--- config.mk ---
export PLATFORM = sky130hd
export DESIGN_NAME = fifo_sched
export DESIGN_NICKNAME = d
export VERILOG_FILES = /design/src/rtl/fifo_sched.sv
export SDC_FILE = /design/constraint.sdc
export NUM_CORES = 1
export LEC_CHECK = 0
export ABC_CLOCK_PERIOD_IN_PS = 5900
export BUFFER_PORTS_ARGS = -buffer_cell sky130_fd_sc_hd__buf_2
export CORE_MARGIN = 2
export CORE_UTILIZATION = 40
export DETAILED_ROUTE_END_ITERATION = 7
export PLACE_DENSITY = 0.73
export RECOVER_POWER = 25
export SLEW_MARGIN = 20
export SYNTH_ARGS = -nofsm -noshare
export SYNTH_HDL_FRONTEND = slang
export SYNTH_SLANG_ARGS = --single-unit
export TNS_END_PERCENT = 20
--- constraint.sdc ---
create_clock -name clk -period 5.9 [get_ports clk]
set_input_delay 0.59 -clock clk [delete_from_list [all_inputs] [get_ports clk]]
set_output_delay 0.59 -clock clk [all_outputs]
set_load 0.05 [all_outputs]
--- src/rtl/fifo_sched.sv ---
`default_nettype none
// ============================================================================
// Module   : fifo_sched
// Purpose  : Scheduler in front of a shared single-port 8-bit FIFO. Two
//            producers (A, B) and one consumer compete for the FIFO's
//            push/pop port. A round-robin priority FSM grants at most one
//            requester per cycle. A local occupancy count keeps grants from
//            pushing into a full FIFO or popping from an empty one.
//
// Ports    : clk, rst          - rising-edge clock, synchronous active-high
//                                reset
//            req_a/data_a/gnt_a - producer A push handshake (gnt combinational)
//            req_b/data_b/gnt_b - producer B push handshake (gnt combinational)
//            pop_req/pop_gnt    - consumer pop handshake (gnt combinational)
//            fifo_push/fifo_pop/fifo_datain - registered FIFO controls
//            fifo_dataout       - FIFO read data
//            rd_data/rd_valid   - popped word to the consumer
//            count/full/empty   - registered occupancy status
//
// Revision : 1.0 - initial release
// ============================================================================
module fifo_sched #(
   parameter int DEPTH = 8,
   parameter int CNT_W = 4
) (
   input  logic             clk,
   input  logic             rst,
   // producer A
   input  logic             req_a,
   input  logic [7:0]       data_a,
   output logic             gnt_a,
   // producer B
   input  logic             req_b,
   input  logic [7:0]       data_b,
   output logic             gnt_b,
   // consumer
   input  logic             pop_req,
   output logic             pop_gnt,
   // FIFO side
   output logic             fifo_push,
   output logic             fifo_pop,
   output logic [7:0]       fifo_datain,
   input  logic [7:0]       fifo_dataout,
   // read return
   output logic [7:0]       rd_data,
   output logic             rd_valid,
   // occupancy status
   output logic [CNT_W-1:0] count,
   output logic             full,
   output logic             empty
);

   // ------------------------------------------------------------------------
   // Constants and state encoding
   // ------------------------------------------------------------------------
   localparam logic [CNT_W-1:0] c_depth = CNT_W'(DEPTH);
   localparam logic [CNT_W-1:0] c_one   = CNT_W'(1);
   localparam logic [CNT_W-1:0] c_zero  = '0;

   // The state names the requester searched first in the current cycle.
   typedef enum logic [1:0] {
      PRI_A   = 2'd0,
      PRI_B   = 2'd1,
      PRI_POP = 2'd2
   } pri_t;

   // ------------------------------------------------------------------------
   // Declarations
   // ------------------------------------------------------------------------
   pri_t             r_state;
   pri_t             w_state_nxt;

   logic [CNT_W-1:0] r_count;
   logic [CNT_W-1:0] w_count_nxt;
   logic             r_full;
   logic             r_empty;

   logic             w_elig_a;
   logic             w_elig_b;
   logic             w_elig_pop;

   logic             w_gnt_a;
   logic             w_gnt_b;
   logic             w_gnt_pop;

   logic             r_push;
   logic             r_pop;
   logic [7:0]       r_datain;
   logic [7:0]       w_datain_nxt;
   logic             r_rd_valid;

   // ------------------------------------------------------------------------
   // Eligibility
   // Grants are gated by rst so that nothing is accepted while reset is held;
   // a requester that sees its grant during reset would otherwise drop its
   // request for an operation that the reset then throws away.
   // ------------------------------------------------------------------------
   assign w_elig_a   = !rst && req_a   && (r_count < c_depth);
   assign w_elig_b   = !rst && req_b   && (r_count < c_depth);
   assign w_elig_pop = !rst && pop_req && (r_count != c_zero);

   // ------------------------------------------------------------------------
   // Priority FSM: next state and grants
   // Search order wraps A -> B -> POP -> A starting at the current state;
   // after a grant the search restarts just past the winner.
   // ------------------------------------------------------------------------
   always_comb begin
      w_gnt_a     = 1'b0;
      w_gnt_b     = 1'b0;
      w_gnt_pop   = 1'b0;
      w_state_nxt = r_state;

      case (r_state)
         PRI_A: begin
            if (w_elig_a) begin
               w_gnt_a     = 1'b1;
               w_state_nxt = PRI_B;
            end else if (w_elig_b) begin
               w_gnt_b     = 1'b1;
               w_state_nxt = PRI_POP;
            end else if (w_elig_pop) begin
               w_gnt_pop   = 1'b1;
               w_state_nxt = PRI_A;
            end
         end

         PRI_B: begin
            if (w_elig_b) begin
               w_gnt_b     = 1'b1;
               w_state_nxt = PRI_POP;
            end else if (w_elig_pop) begin
               w_gnt_pop   = 1'b1;
               w_state_nxt = PRI_A;
            end else if (w_elig_a) begin
               w_gnt_a     = 1'b1;
               w_state_nxt = PRI_B;
            end
         end

         PRI_POP: begin
            if (w_elig_pop) begin
               w_gnt_pop   = 1'b1;
               w_state_nxt = PRI_A;
            end else if (w_elig_a) begin
               w_gnt_a     = 1'b1;
               w_state_nxt = PRI_B;
            end else if (w_elig_b) begin
               w_gnt_b     = 1'b1;
               w_state_nxt = PRI_POP;
            end
         end

         default: begin
            // Unreachable encoding: recover to the reset priority.
            w_state_nxt = PRI_A;
         end
      endcase
   end

   // ------------------------------------------------------------------------
   // Occupancy and FIFO command datapath
   // Only one grant can be high, so increment and decrement never overlap.
   // ------------------------------------------------------------------------
   always_comb begin
      w_count_nxt = r_count;
      if (w_gnt_a || w_gnt_b) begin
         w_count_nxt = r_count + c_one;
      end else if (w_gnt_pop) begin
         w_count_nxt = r_count - c_one;
      end
   end

   // Idle cycles drive zero data so the FIFO bus is quiet when not pushing.
   always_comb begin
      w_datain_nxt = 8'h00;
      if (w_gnt_a) begin
         w_datain_nxt = data_a;
      end else if (w_gnt_b) begin
         w_datain_nxt = data_b;
      end
   end

   // ------------------------------------------------------------------------
   // State register
   // ------------------------------------------------------------------------
   always_ff @(posedge clk) begin
      if (rst) begin
         r_state <= PRI_A;
      end else begin
         r_state <= w_state_nxt;
      end
   end

   // ------------------------------------------------------------------------
   // Registered FIFO commands, occupancy and read-valid
   // rd_valid trails fifo_pop by one cycle: the FIFO registers its output on
   // the edge that ends the pop cycle, so the word is on fifo_dataout only in
   // the cycle after that.
   // ------------------------------------------------------------------------
   always_ff @(posedge clk) begin
      if (rst) begin
         r_push     <= 1'b0;
         r_pop      <= 1'b0;
         r_datain   <= 8'h00;
         r_rd_valid <= 1'b0;
         r_count    <= c_zero;
         r_full     <= 1'b0;
         r_empty    <= 1'b1;
      end else begin
         r_push     <= w_gnt_a || w_gnt_b;
         r_pop      <= w_gnt_pop;
         r_datain   <= w_datain_nxt;
         r_rd_valid <= r_pop;
         r_count    <= w_count_nxt;
         r_full     <= (w_count_nxt == c_depth);
         r_empty    <= (w_count_nxt == c_zero);
      end
   end

   // ------------------------------------------------------------------------
   // Outputs
   // ------------------------------------------------------------------------
   assign gnt_a       = w_gnt_a;
   assign gnt_b       = w_gnt_b;
   assign pop_gnt     = w_gnt_pop;

   assign fifo_push   = r_push;
   assign fifo_pop    = r_pop;
   assign fifo_datain = r_datain;

   assign rd_data     = fifo_dataout;
   assign rd_valid    = r_rd_valid;

   assign count       = r_count;
   assign full        = r_full;
   assign empty       = r_empty;

endmodule
`default_nettype wire

==> metrics.md <==
| Metric | Value |
|---|---|
| Pleak | 0.606 nW |
| DR WL met3 | about 120 um |
| Final Max Tran Viols | 0 |
| Core area | 0.00245 mm2 |
| TritonCTS Buffers | 3 |
| Post-CTS sizing | 0 |
| Count of different cell masters after synthesis | 37 |
| Highest routed metal layer | met4 |
| DIE HEIGHT | 54.5 um |
| Synthesized area per cell | 9.02 um2 |
| Nets | 177 |
| DRT Wirelength | roughly 2100 um |
| Most frequent cells in the layout | buf_2, dfxtp_1, nor2_1 |
| CTS tree | yes |
| CTS Buffer Depth | 2 |
| CTS H-tree depth | 1 |
| Inserted Diodes | 0 |
| Multi-input logic area | 513 um2 |
| EDFF count, synth | 0 |
| Placed Area | 0.00116 mm2 |
| Power Total | roughly 0.38 mW |
| Hold Path Class | reg -> reg |
| Async set-reset flop share out of synthesis | 0% |
| Kind of launch point of the worst setup path | flop |
| Layout fillers | ~260 |
| Final Cell Area | around 0.0012 mm2 |
| Crit end category | output port |
| Worst slew pin tran | 588 ps |
| TNS Setup | 0 ps |
| DR vias | ~890 |
| Drt pass-1 iters | 4 |
| WP data arrival | 2170 ps |
| Layout cells sized above 1 | a little over a third |
| Starting density of the core | 41.5% |
| Port Buf Inserts | 40 |
| Tmin final | 2760 ps |
| Grt total ovfl | 0 |
| First-pass GRT wire length | 2980 um |
| FF+latch area | about 380 um2 |
| Hold-fix buffers at CTS | 0 |
| Comb pwr share | 42.5% |
| Setup Viol. Count Final | 0 |
| Critical path required time | 5310 ps |
| Initial drt markers | 31 |
| Post-CTS Setup Inserts | 0 |
| Synth warn | 0 |
| Clock share of power | 16.9% |
| VDD IR max | 0.162 mV |
| Tcrit/Tclk final | 46.7% |
| Max stage delay on crit path | 400 ps |
| Met1 wire length | 940 um |
| Outcome | complete, no violations |
| Met2 Wirelength | 1050 um |
| RSZ-0062 raised after global routing | no |
| Internal | 0.223 mW |
| Per-cell routed wire length | 12.2 um |
| Worst-path fanout max | 9 |
| Max Cap Violations | 0 |
| #FFs+latches synth | 19 |
| Antenna Nets Post-Route | 0 |
| Fmax | ~360 MHz |
| Layout area overhead | 16.4% |
| Clock sinks | 19 |
| Crit path kind | reg -> out |
| Vias in the first global route | 702 |
| I/O pin total | 57 |
| Most common cell after layout, fill and taps aside | buf_2 |
| Switching power | approximately 0.16 mW |
| Post-Synthesis Cells | 113 |
| Initial antenna violation count | 0 |
| Cell Rows | 18 |
| Sw frac | a little over two fifths |
| Most used cell, CP | inv_1 |
| Worst-path clk slew | 100 ps |
| Power density cells | 322 mW/mm2 |
| Gpl congestion | 0.874 |
| Synth Flop Type | dfxtp_1 |
| Slew HR | 61.0% |
| Clk Latency, worst-skew pair | 290 ps |
| Seq pwr share | 40.6% |
| Top post-synthesis cells by area | dfxtp_1, mux2i_1, buf_4 |
| DRC Markers | 0 |
| DP HPWL | 1650 um |
| Syn_nets | 144 |
| Post-synth top area cell | dfxtp_1 |
| Clock root buffer | clkbuf_4 |
| Crit path cell chain | inv_1 -> ha_1 -> nor3b_2 -> nor2_2 -> nor2_1 -> o21bai_1 -> buf_4 -> inv_1 -> buf_2 |
| Die Wd | 54.5 um |
| Die ar. | between 0.002 and 0.003 mm2 |
| Synth top area share | 37.3% |
| Fin. Hold Viols | 0 |
| All-Layer GR Usage | between 10% and 20% |
| Largest net degree at the start of global routing | 14 |
| Mapped Area | 0.00102 mm2 |
| Sequential fraction of the synthesis area | 37.3% |
| Clk_skew | roughly 2.3 ps |
| Via/cell ratio | 5.07 |
| Critical path's slowest cell | dfxtp_1 |
-- per-layer routing --
layer  vias to the layer above  track usage [%]
li1                        445                -
met1                       402             17.7
met2                        38             22.3
met3                         2             2.19
met4                         0             8.75
met5                         -                0
-- power by group through the flow --
stage | Combinational [mW] | Sequential [mW] | Clock (mW)
after CTS | 0.163 | 0.155 | 0.0673
after global placement | 0.160 | 0.157 | 0
after floorplan | 0.0974 | 0.204 | 0
final | 0.163 | 0.155 | 0.0647
after global routing | 0.175 | 0.157 | 0.0708
after detailed placement | 0.162 | 0.158 | 0
-- critical path, delay by kind of cell (launching register included) --
kind                     cells  cell delay [ps]
adder cells (fa/ha/maj)      1              250
buffers and inverters        4              550
flip-flops                   1              400
AO/OA/AOI/OAI                1              150
AND/OR/NAND/NOR              3              520
-- path summary, 6_finish.rpt --
path	from	slack (ps)	to	cells after the start
min reg2reg	fifo_pop$_SDFF_PP0_	480	rd_valid$_SDFF_PP0_	1
max reg2reg	count[0]$_SDFF_PP0_	3610	full$_SDFF_PP0_	8
max	count[0]$_SDFF_PP0_	3140	gnt_a	9
min	fifo_pop$_SDFF_PP0_	480	rd_valid$_SDFF_PP0_	1
-- cell type report --
type,instances,area share (%)
clock buffer,4,2.21
inverter,7,2.21
multi-input combinational,74,43.2
sequential,19,32.0
tap,30,3.16
timing repair buffer,41,17.2
-- state kept, by name, summed over array words and instances (netlist names) --
name         flops
count            4
fifo_push        1
fifo_pop         1
rd_valid         1
full             1
r_state          2
fifo_datain      8
empty            1
-- cells in the mapped netlist (2+ instances only) --
master,instances
dfxtp_1,19
nor2_1,18
buf_4,9
mux2i_1,8
inv_1,7
nand2_1,6
a21oi_1,4
a31oi_1,3
nor2b_1,3
xnor2_1,3
and3_1,2
buf_2,2
buf_6,2
ha_1,2
o21bai_1,2
o22a_2,2
-- kinds of logic (layout without fill, tap and decap cells) --
logic type / after synthesis / in the layout / synth area share [%]
XOR/XNOR: 3 / 3 / 2.58
adder cells (fa/ha/maj): 2 / 2 / 2.45
AND/OR/NAND/NOR: 40 / 40 / 20.7
AO/OA/AOI/OAI: 21 / 21 / 16.7
multiplexers: 8 / 8 / 7.85
buffers and inverters: 20 / 52 / 12.4
flip-flops: 19 / 19 / 37.3
-- stage by stage --
stage          utilization (%)  setup WS, ps  instances  hold slack (ps)
2_1_floorplan                -          3140        113              577
3_3_place_gp              47.5          3450        171              459
3_5_place_dp              47.5          3410        171              472
4_1_cts                   48.5          3140        175              490
5_1_grt                   48.4          3000        175              509
6_report                  48.4          3140        175              481
(Power assumes the default switching activity.)
